$ cat src/rtl/pow_block_loader_if.sv
// Block stream from the loader to the Curl/PoW core: one wide block per valid/ready beat.
interface pow_block_loader_if #(
  parameter int DATAWIDTH       = 32,
  parameter int WORDS_PER_BLOCK = 8
);
  logic [DATAWIDTH*WORDS_PER_BLOCK-1:0] blk_data;
  logic                                 blk_valid;
  logic                                 blk_ready;
  logic                                 blk_last;

  modport master (
    output blk_data,
    output blk_valid,
    output blk_last,
    input  blk_ready
  );

  modport slave (
    input  blk_data,
    input  blk_valid,
    input  blk_last,
    output blk_ready
  );
endinterface

$ cat src/rtl/pow_block_loader.sv
// Launches a read of N blocks, pops show-ahead FIFO words into lanes and presents
// each packed block downstream; pulses cmd_done once all blocks are taken and reads returned.
module pow_block_loader #(
  parameter int DATAWIDTH       = 32,
  parameter int ADDRESSWIDTH    = 32,
  parameter int WORDS_PER_BLOCK = 8,
  parameter int BLKCNTWIDTH     = 16
) (
  input  logic                    clk,
  input  logic                    reset,
  input  logic                    cmd_start,
  input  logic [ADDRESSWIDTH-1:0] cmd_base,
  input  logic [BLKCNTWIDTH-1:0]  cmd_num_blocks,
  output logic                    cmd_busy,
  output logic                    cmd_done,
  output logic                    rm_go,
  output logic [ADDRESSWIDTH-1:0] rm_base,
  output logic [ADDRESSWIDTH-1:0] rm_length,
  input  logic                    rm_done,
  output logic                    rm_read_buffer,
  input  logic [DATAWIDTH-1:0]    rm_buffer_data,
  input  logic                    rm_data_available,
  pow_block_loader_if.master      blk
);
  localparam int              IDXW      = $clog2(WORDS_PER_BLOCK);
  localparam logic [IDXW-1:0] LAST_LANE = IDXW'(WORDS_PER_BLOCK - 1);

  typedef enum logic [2:0] {IDLE, LAUNCH, SETTLE, FILL, PRESENT, DRAIN} state_t;

  state_t                 state;
  logic [IDXW-1:0]        word_idx;
  logic [BLKCNTWIDTH-1:0] blocks_left;
  logic [DATAWIDTH-1:0]   lane [WORDS_PER_BLOCK];

  // Pop is combinational so a show-ahead word is consumed in the same cycle it is seen.
  assign rm_read_buffer = (state == FILL) && rm_data_available;

  for (genvar gi = 0; gi < WORDS_PER_BLOCK; gi++) begin : g_lane
    assign blk.blk_data[gi*DATAWIDTH +: DATAWIDTH] = lane[gi];
  end

  always_ff @(posedge clk or posedge reset) begin
    if (reset) begin
      state         <= IDLE;
      word_idx      <= '0;
      blocks_left   <= '0;
      cmd_busy      <= 1'b0;
      cmd_done      <= 1'b0;
      rm_go         <= 1'b0;
      rm_base       <= '0;
      rm_length     <= '0;
      blk.blk_valid <= 1'b0;
      blk.blk_last  <= 1'b0;
      for (int i = 0; i < WORDS_PER_BLOCK; i++) lane[i] <= '0;
    end else begin
      cmd_done <= 1'b0;
      rm_go    <= 1'b0;
      case (state)
        IDLE: begin
          // A start coinciding with the done pulse belongs to the previous command.
          if (cmd_start && !cmd_done) begin
            if (cmd_num_blocks != '0) begin
              rm_base     <= cmd_base;
              rm_length   <= ADDRESSWIDTH'(cmd_num_blocks) << IDXW;
              blocks_left <= cmd_num_blocks;
              cmd_busy    <= 1'b1;
              rm_go       <= 1'b1;
              state       <= LAUNCH;
            end else begin
              cmd_done <= 1'b1;
            end
          end
        end
        LAUNCH: state <= SETTLE;
        SETTLE: begin
          // The read master is still loading its length; rm_done is meaningless here.
          word_idx <= '0;
          state    <= FILL;
        end
        FILL: begin
          if (rm_data_available) begin
            lane[word_idx] <= rm_buffer_data;
            word_idx       <= word_idx + IDXW'(1);
            if (word_idx == LAST_LANE) begin
              blk.blk_valid <= 1'b1;
              blk.blk_last  <= (blocks_left == BLKCNTWIDTH'(1));
              state         <= PRESENT;
            end
          end
        end
        PRESENT: begin
          if (blk.blk_ready) begin
            blk.blk_valid <= 1'b0;
            blk.blk_last  <= 1'b0;
            blocks_left   <= blocks_left - BLKCNTWIDTH'(1);
            word_idx      <= '0;
            state         <= (blocks_left == BLKCNTWIDTH'(1)) ? DRAIN : FILL;
          end
        end
        DRAIN: begin
          if (rm_done) begin
            cmd_done <= 1'b1;
            cmd_busy <= 1'b0;
            state    <= IDLE;
          end
        end
        default: state <= IDLE;
      endcase
    end
  end
endmodule
$ cat src/flat_wrapper.sv
// flat-port wrapper written by rule: the top's interface ports become plain ports
module pow_block_loader_flat 
#(
  parameter int DATAWIDTH       = 32,
  parameter int ADDRESSWIDTH    = 32,
  parameter int WORDS_PER_BLOCK = 8,
  parameter int BLKCNTWIDTH     = 16
)
  (clk, reset, cmd_start, cmd_base, cmd_num_blocks, cmd_busy, cmd_done, rm_go, rm_base, rm_length, rm_done, rm_read_buffer, rm_buffer_data, rm_data_available, blk_blk_data, blk_blk_valid, blk_blk_last, blk_blk_ready);
  pow_block_loader_if #(.DATAWIDTH(DATAWIDTH), .WORDS_PER_BLOCK(WORDS_PER_BLOCK)) blk_i ();
  input  logic clk;
  input  logic reset;
  input  logic cmd_start;
  input  logic [ADDRESSWIDTH-1:0] cmd_base;
  input  logic [BLKCNTWIDTH-1:0] cmd_num_blocks;
  output logic cmd_busy;
  output logic cmd_done;
  output logic rm_go;
  output logic [ADDRESSWIDTH-1:0] rm_base;
  output logic [ADDRESSWIDTH-1:0] rm_length;
  input  logic rm_done;
  output logic rm_read_buffer;
  input  logic [DATAWIDTH-1:0] rm_buffer_data;
  input  logic rm_data_available;
  output wire logic [$bits(blk_i.blk_data)-1:0] blk_blk_data;
  output wire logic [$bits(blk_i.blk_valid)-1:0] blk_blk_valid;
  output wire logic [$bits(blk_i.blk_last)-1:0] blk_blk_last;
  input wire logic [$bits(blk_i.blk_ready)-1:0] blk_blk_ready;
  assign blk_blk_data = blk_i.blk_data;
  assign blk_blk_valid = blk_i.blk_valid;
  assign blk_blk_last = blk_i.blk_last;
  assign blk_i.blk_ready = blk_blk_ready;
  pow_block_loader #(.DATAWIDTH(DATAWIDTH), .ADDRESSWIDTH(ADDRESSWIDTH), .WORDS_PER_BLOCK(WORDS_PER_BLOCK), .BLKCNTWIDTH(BLKCNTWIDTH)) u_core (.clk(clk), .reset(reset), .cmd_start(cmd_start), .cmd_base(cmd_base), .cmd_num_blocks(cmd_num_blocks), .cmd_busy(cmd_busy), .cmd_done(cmd_done), .rm_go(rm_go), .rm_base(rm_base), .rm_length(rm_length), .rm_done(rm_done), .rm_read_buffer(rm_read_buffer), .rm_buffer_data(rm_buffer_data), .rm_data_available(rm_data_available), .blk(blk_i));
endmodule
$ cat config.mk
export PLATFORM = sky130hd
export DESIGN_NAME = pow_block_loader_flat
export DESIGN_NICKNAME = d
export VERILOG_FILES = /design/src/rtl/pow_block_loader_if.sv /design/src/rtl/pow_block_loader.sv /design/src/flat_wrapper.sv
export SDC_FILE = /design/constraint.sdc
export NUM_CORES = 1
export LEC_CHECK = 0
export BUFFER_PORTS_ARGS = -buffer_cell sky130_fd_sc_hd__buf_2
export CORE_UTILIZATION = 40
export DETAILED_ROUTE_END_ITERATION = 7
export GPL_ROUTABILITY_DRIVEN = 0
export PLACE_DENSITY = 0.71
export SKIP_CTS_REPAIR_TIMING = 1
export SLEW_MARGIN = 20
export SYNTH_ARGS = -nofsm -noshare
export SYNTH_HDL_FRONTEND = slang
export SYNTH_SLANG_ARGS = --single-unit
$ cat constraint.sdc
create_clock -name clk -period 14.05 [get_ports clk]
set_input_delay 0.7025 -clock clk [delete_from_list [all_inputs] [get_ports clk]]
set_output_delay 0.7025 -clock clk [all_outputs]
set_load 0.03 [all_outputs]
==> metrics.md <==
| Metric | Value |
|---|---|
| Share of synthesized area occupied by flip-flops and latches | 62.1% |
| Part of the cycle the worst path needs | 19.3% |
| Number of vias per cell | 5.06 |
| Number of antenna-violating nets in the routed design | 0 |
| Highest clock rate | roughly 370 MHz |
| Worst-Skew Late Latency | 0.50 ns |
| Max clock buf depth | 3 |
| Setup repair after global routing missed its margin | false |
| Areal power density over the cells | roughly 280 mW/mm^2 |
| Chip width | 185 um |
| # rows | 66 |
| Number of flip-flops and latches in the synthesized netlist | 331 |
| Number of maximum-capacitance constraint violations | 0 |
| Syn_area_per_cell | 15.4 um^2 |
| Layout cells sized above 1 | 60.6% |
| Worst-margin pin slew | 1.13 ns |
| Portion of total power attributed to sequential cells | 35.9% |
| Sum of negative setup slack | 0 ns |
| Clk network pwr share | 19.2% |
| Top cells by area in the synthesized netlist | sky130_fd_sc_hd__dfrtp_1, sky130_fd_sc_hd__mux2_2, sky130_fd_sc_hd__buf_4 |
| Type of the worst setup path | flip-flop to flip-flop |
| Detailed-route wire length per cell | 19.5 um |
| Number of antenna violations at the first check in global routing | 0 |
| Endpoint class of the critical path | flip-flop |
| Count of distinct cell types in the synthesized netlist | 64 |
| Power, Total | 0.00464 W |
| Initial core utilization | approximately two fifths |
| Internal power of the cells | between 0.002 and 0.003 W |
| Flop2flop setup slack | ~11 ns |
| Number of optimization iterations in the first detailed-route pass | 4 |
| Source of the worst register-to-register timing path | u_core.state[0]$_DFFE_PP0P_ |
| Post-route clock skew | just under 0.009 ns |
| TritonCTS Sinks | 331 |
| Maximum VDD drop | 0.000132 V |
| Number of global-route vias before repair | 8792 |
| HPWL after DPL | 22900 um |
| CTS Buf Count | 35 |
| Overall track demand over capacity in global routing | around 20% |
| Result of the run | complete, no violations |
| Top-area cell type share of the netlist area | 62.1% |
| Maximum number of pins on one net before global-route repair | 102 |
| Worst slew margin | 24.7% |
| Final setup vio count | 0 |
| Remaining Overflow, GRT | 0 |
| Number of filler cells placed in the layout | 2833 |
| Critical Path Fanout Max | 32 |
| Vias | 8777 |
| Die H | 185 um |
| Crit start category | flip-flop |
| Full die area | roughly 0.034 mm^2 |
| Net switching power figure | 0.00197 W |
| Path category of the worst min-delay check | primary input to async pin |
| Cell taking the most area after synthesis | sky130_fd_sc_hd__dfrtp_1 |
| Worst R2R End | u_core.blk.blk_data[40]$_DFFE_PP0P_ |
| DRC errors left | 0 |
| Part of the total power dissipated in combinational logic | 45.0% |
| Total instance count after detailed placement | 1673 |
| Initial detailed-routing violation count | 319 |
| H-tree Lvls | 2 |
| Final Critical Period | 2.71 ns |
| Final standard cell count with taps included and fillers excluded | approximately 1700 |
| Flip-flop cell with the highest count after synthesis | sky130_fd_sc_hd__dfrtp_1 |
| Library cell with the highest instance count after synthesis | sky130_fd_sc_hd__dfrtp_1 |
| Post-synth ARST share | 100% |
| Synthesis-to-layout area growth | 26.0% |
| Wire length of the first global-routing pass | 51100 um |
| Post-layout net count | 1358 |
| Max-slew violation count | 0 |
| Total standard cell area after synthesis | around 0.013 mm^2 |
| Clock tree from TritonCTS | built |
| Post-synth EDFFs | 0 |
| Number of instances in the synthesized netlist | 867 |
| CP Data Required Time | about 14 ns |
| Post-synth top cells | sky130_fd_sc_hd__dfrtp_1, sky130_fd_sc_hd__mux2_2, sky130_fd_sc_hd__buf_4 |
| Switching part of the total | 42.5% |
| Top-level I/O count | roughly 410 |
| Diodes inserted | 0 |
| Leakage Power | 8.21 nW |
| Total Routed Length | 33800 um |
| Critical path data arrival time | 3.09 ns |
| Cell at the root of the clock tree | sky130_fd_sc_hd__clkbuf_16 |
| R2r worst-path depth | 4 |
| Yosys warnings | 0 |
| Count of input and output buffers | 395 |
| Hold Vio Cnt, Final | 0 |
| Register clock-pin slew on the reported worst setup and hold paths | roughly 0.060 ns |
| Core area | around 0.033 mm^2 |
[critical path, stage by stage (launching register included)]
cell and delay [ns]:
sky130_fd_sc_hd__dfrtp_1 0.80, sky130_fd_sc_hd__and4b_1 0.34, sky130_fd_sc_hd__and2_1 0.23, sky130_fd_sc_hd__nand2_2 0.66
sky130_fd_sc_hd__mux2_2 0.54
[metrics by stage]
stage	instance area, um^2	setup WS, ns	utilization, %	hold slack, ns
after detailed placement	15700	10.72	47.9	0.469
after global routing	16800	11.19	51.4	0.371
final	16800	11.34	51.4	0.325
after CTS	16800	11.26	51.4	0.360
after global placement	15700	10.77	47.9	0.462
after floorplan	13400	4.18	-	0.499
[cell families (layout without fill, tap and decap cells)]
group                      Yosys count  in the layout  share of synthesized area [%]
buffers and inverters               64            473                           2.98
adders and majority gates            4              4                          0.375
DFF                                331            331                           62.1
and+or+nand+nor                     98             98                           5.03
muxes                              307            307                           25.9
AOI/OAI and AO/OA                   62             62                           3.55
other                                1             16                         0.0281
[flip-flops by register name, summed over array words and instances (netlist names)]
name,flops
u_core.rm_base,32
u_core.blk.blk_valid,1
u_core.word_idx,3
u_core.blk.blk_last,1
u_core.state,3
u_core.cmd_busy,1
u_core.rm_go,1
u_core.blk.blk_data,256
u_core.rm_length,16
u_core.blocks_left,16
u_core.cmd_done,1
[power by group through the flow]
stage                     Clock (W)  Sequential, W  Combinational (W)
after CTS                  0.000915        0.00167            0.00211
final                      0.000891        0.00167            0.00209
after global placement            0        0.00165            0.00208
after detailed placement          0        0.00167            0.00211
after global routing       0.000953        0.00172            0.00221
after floorplan                   0        0.00249           0.000625
[how the worst max path moves through the flow]
stage / cells after the start / end / from
after floorplan: 1 / u_core.blk.blk_data[0]$_DFFE_PP0P_ / reset
after global placement: 4 / u_core.blk.blk_data[15]$_DFFE_PP0P_ / reset
after detailed placement: 4 / u_core.blk.blk_data[15]$_DFFE_PP0P_ / reset
after CTS: 4 / u_core.blk.blk_data[15]$_DFFE_PP0P_ / reset
after global routing: 5 / u_core.rm_base[17]$_DFFE_PP0P_ / u_core.state[2]$_DFFE_PP0P_
final: 4 / u_core.blk.blk_data[40]$_DFFE_PP0P_ / u_core.state[0]$_DFFE_PP0P_
[routing by layer]
layer	track usage (%)	up-vias	part of all wire [%]
met4	5.37	0	1.8
met2	33.5	378	49
met3	6.18	38	9.1
met5	0	-	0
met1	23.5	4443	40
li1	-	3918	-
[placed cells by master, fill, tap and decap left out, types with 5 or more instances in the layout]
| master | synthesis | layout |
|---|---|---|
| sky130_fd_sc_hd__nor2_1 | 16 | 15 |
| sky130_fd_sc_hd__nand2b_1 | 7 | 7 |
| sky130_fd_sc_hd__conb_1 | 1 | 16 |
| sky130_fd_sc_hd__inv_1 | 6 | 5 |
| sky130_fd_sc_hd__nor3_1 | 9 | 9 |
| sky130_fd_sc_hd__clkbuf_8 | 0 | 7 |
| sky130_fd_sc_hd__buf_4 | 25 | 9 |
| sky130_fd_sc_hd__nand2_1 | 19 | 18 |
| sky130_fd_sc_hd__nand3_1 | 7 | 6 |
| sky130_fd_sc_hd__mux2_1 | 5 | 5 |
| sky130_fd_sc_hd__a21oi_1 | 5 | 5 |
| sky130_fd_sc_hd__clkbuf_1 | 6 | 10 |
| sky130_fd_sc_hd__buf_2 | 20 | 395 |
| sky130_fd_sc_hd__dfrtp_1 | 331 | 331 |
| sky130_fd_sc_hd__o32a_1 | 6 | 6 |
| sky130_fd_sc_hd__clkbuf_16 | 0 | 37 |
| sky130_fd_sc_hd__o21ai_0 | 10 | 10 |
| sky130_fd_sc_hd__mux2_2 | 300 | 300 |
[area by class of cell]
type / instances / area (um^2) / area share [%]
Clock buffer: 54 / 1060 / 6.31
Timing Repair Buffer: 406 / 2070 / 12.3
Clock inverter: 6 / 57.6 / 0.343
Tap cell: 442 / 553 / 3.29
Sequential cell: 331 / 8280 / 49.3
Inverter: 7 / 33.8 / 0.201
Multi-Input combinational cell: 487 / 4750 / 28.3
No activity file was read; power rests on OpenSTA's default activity.
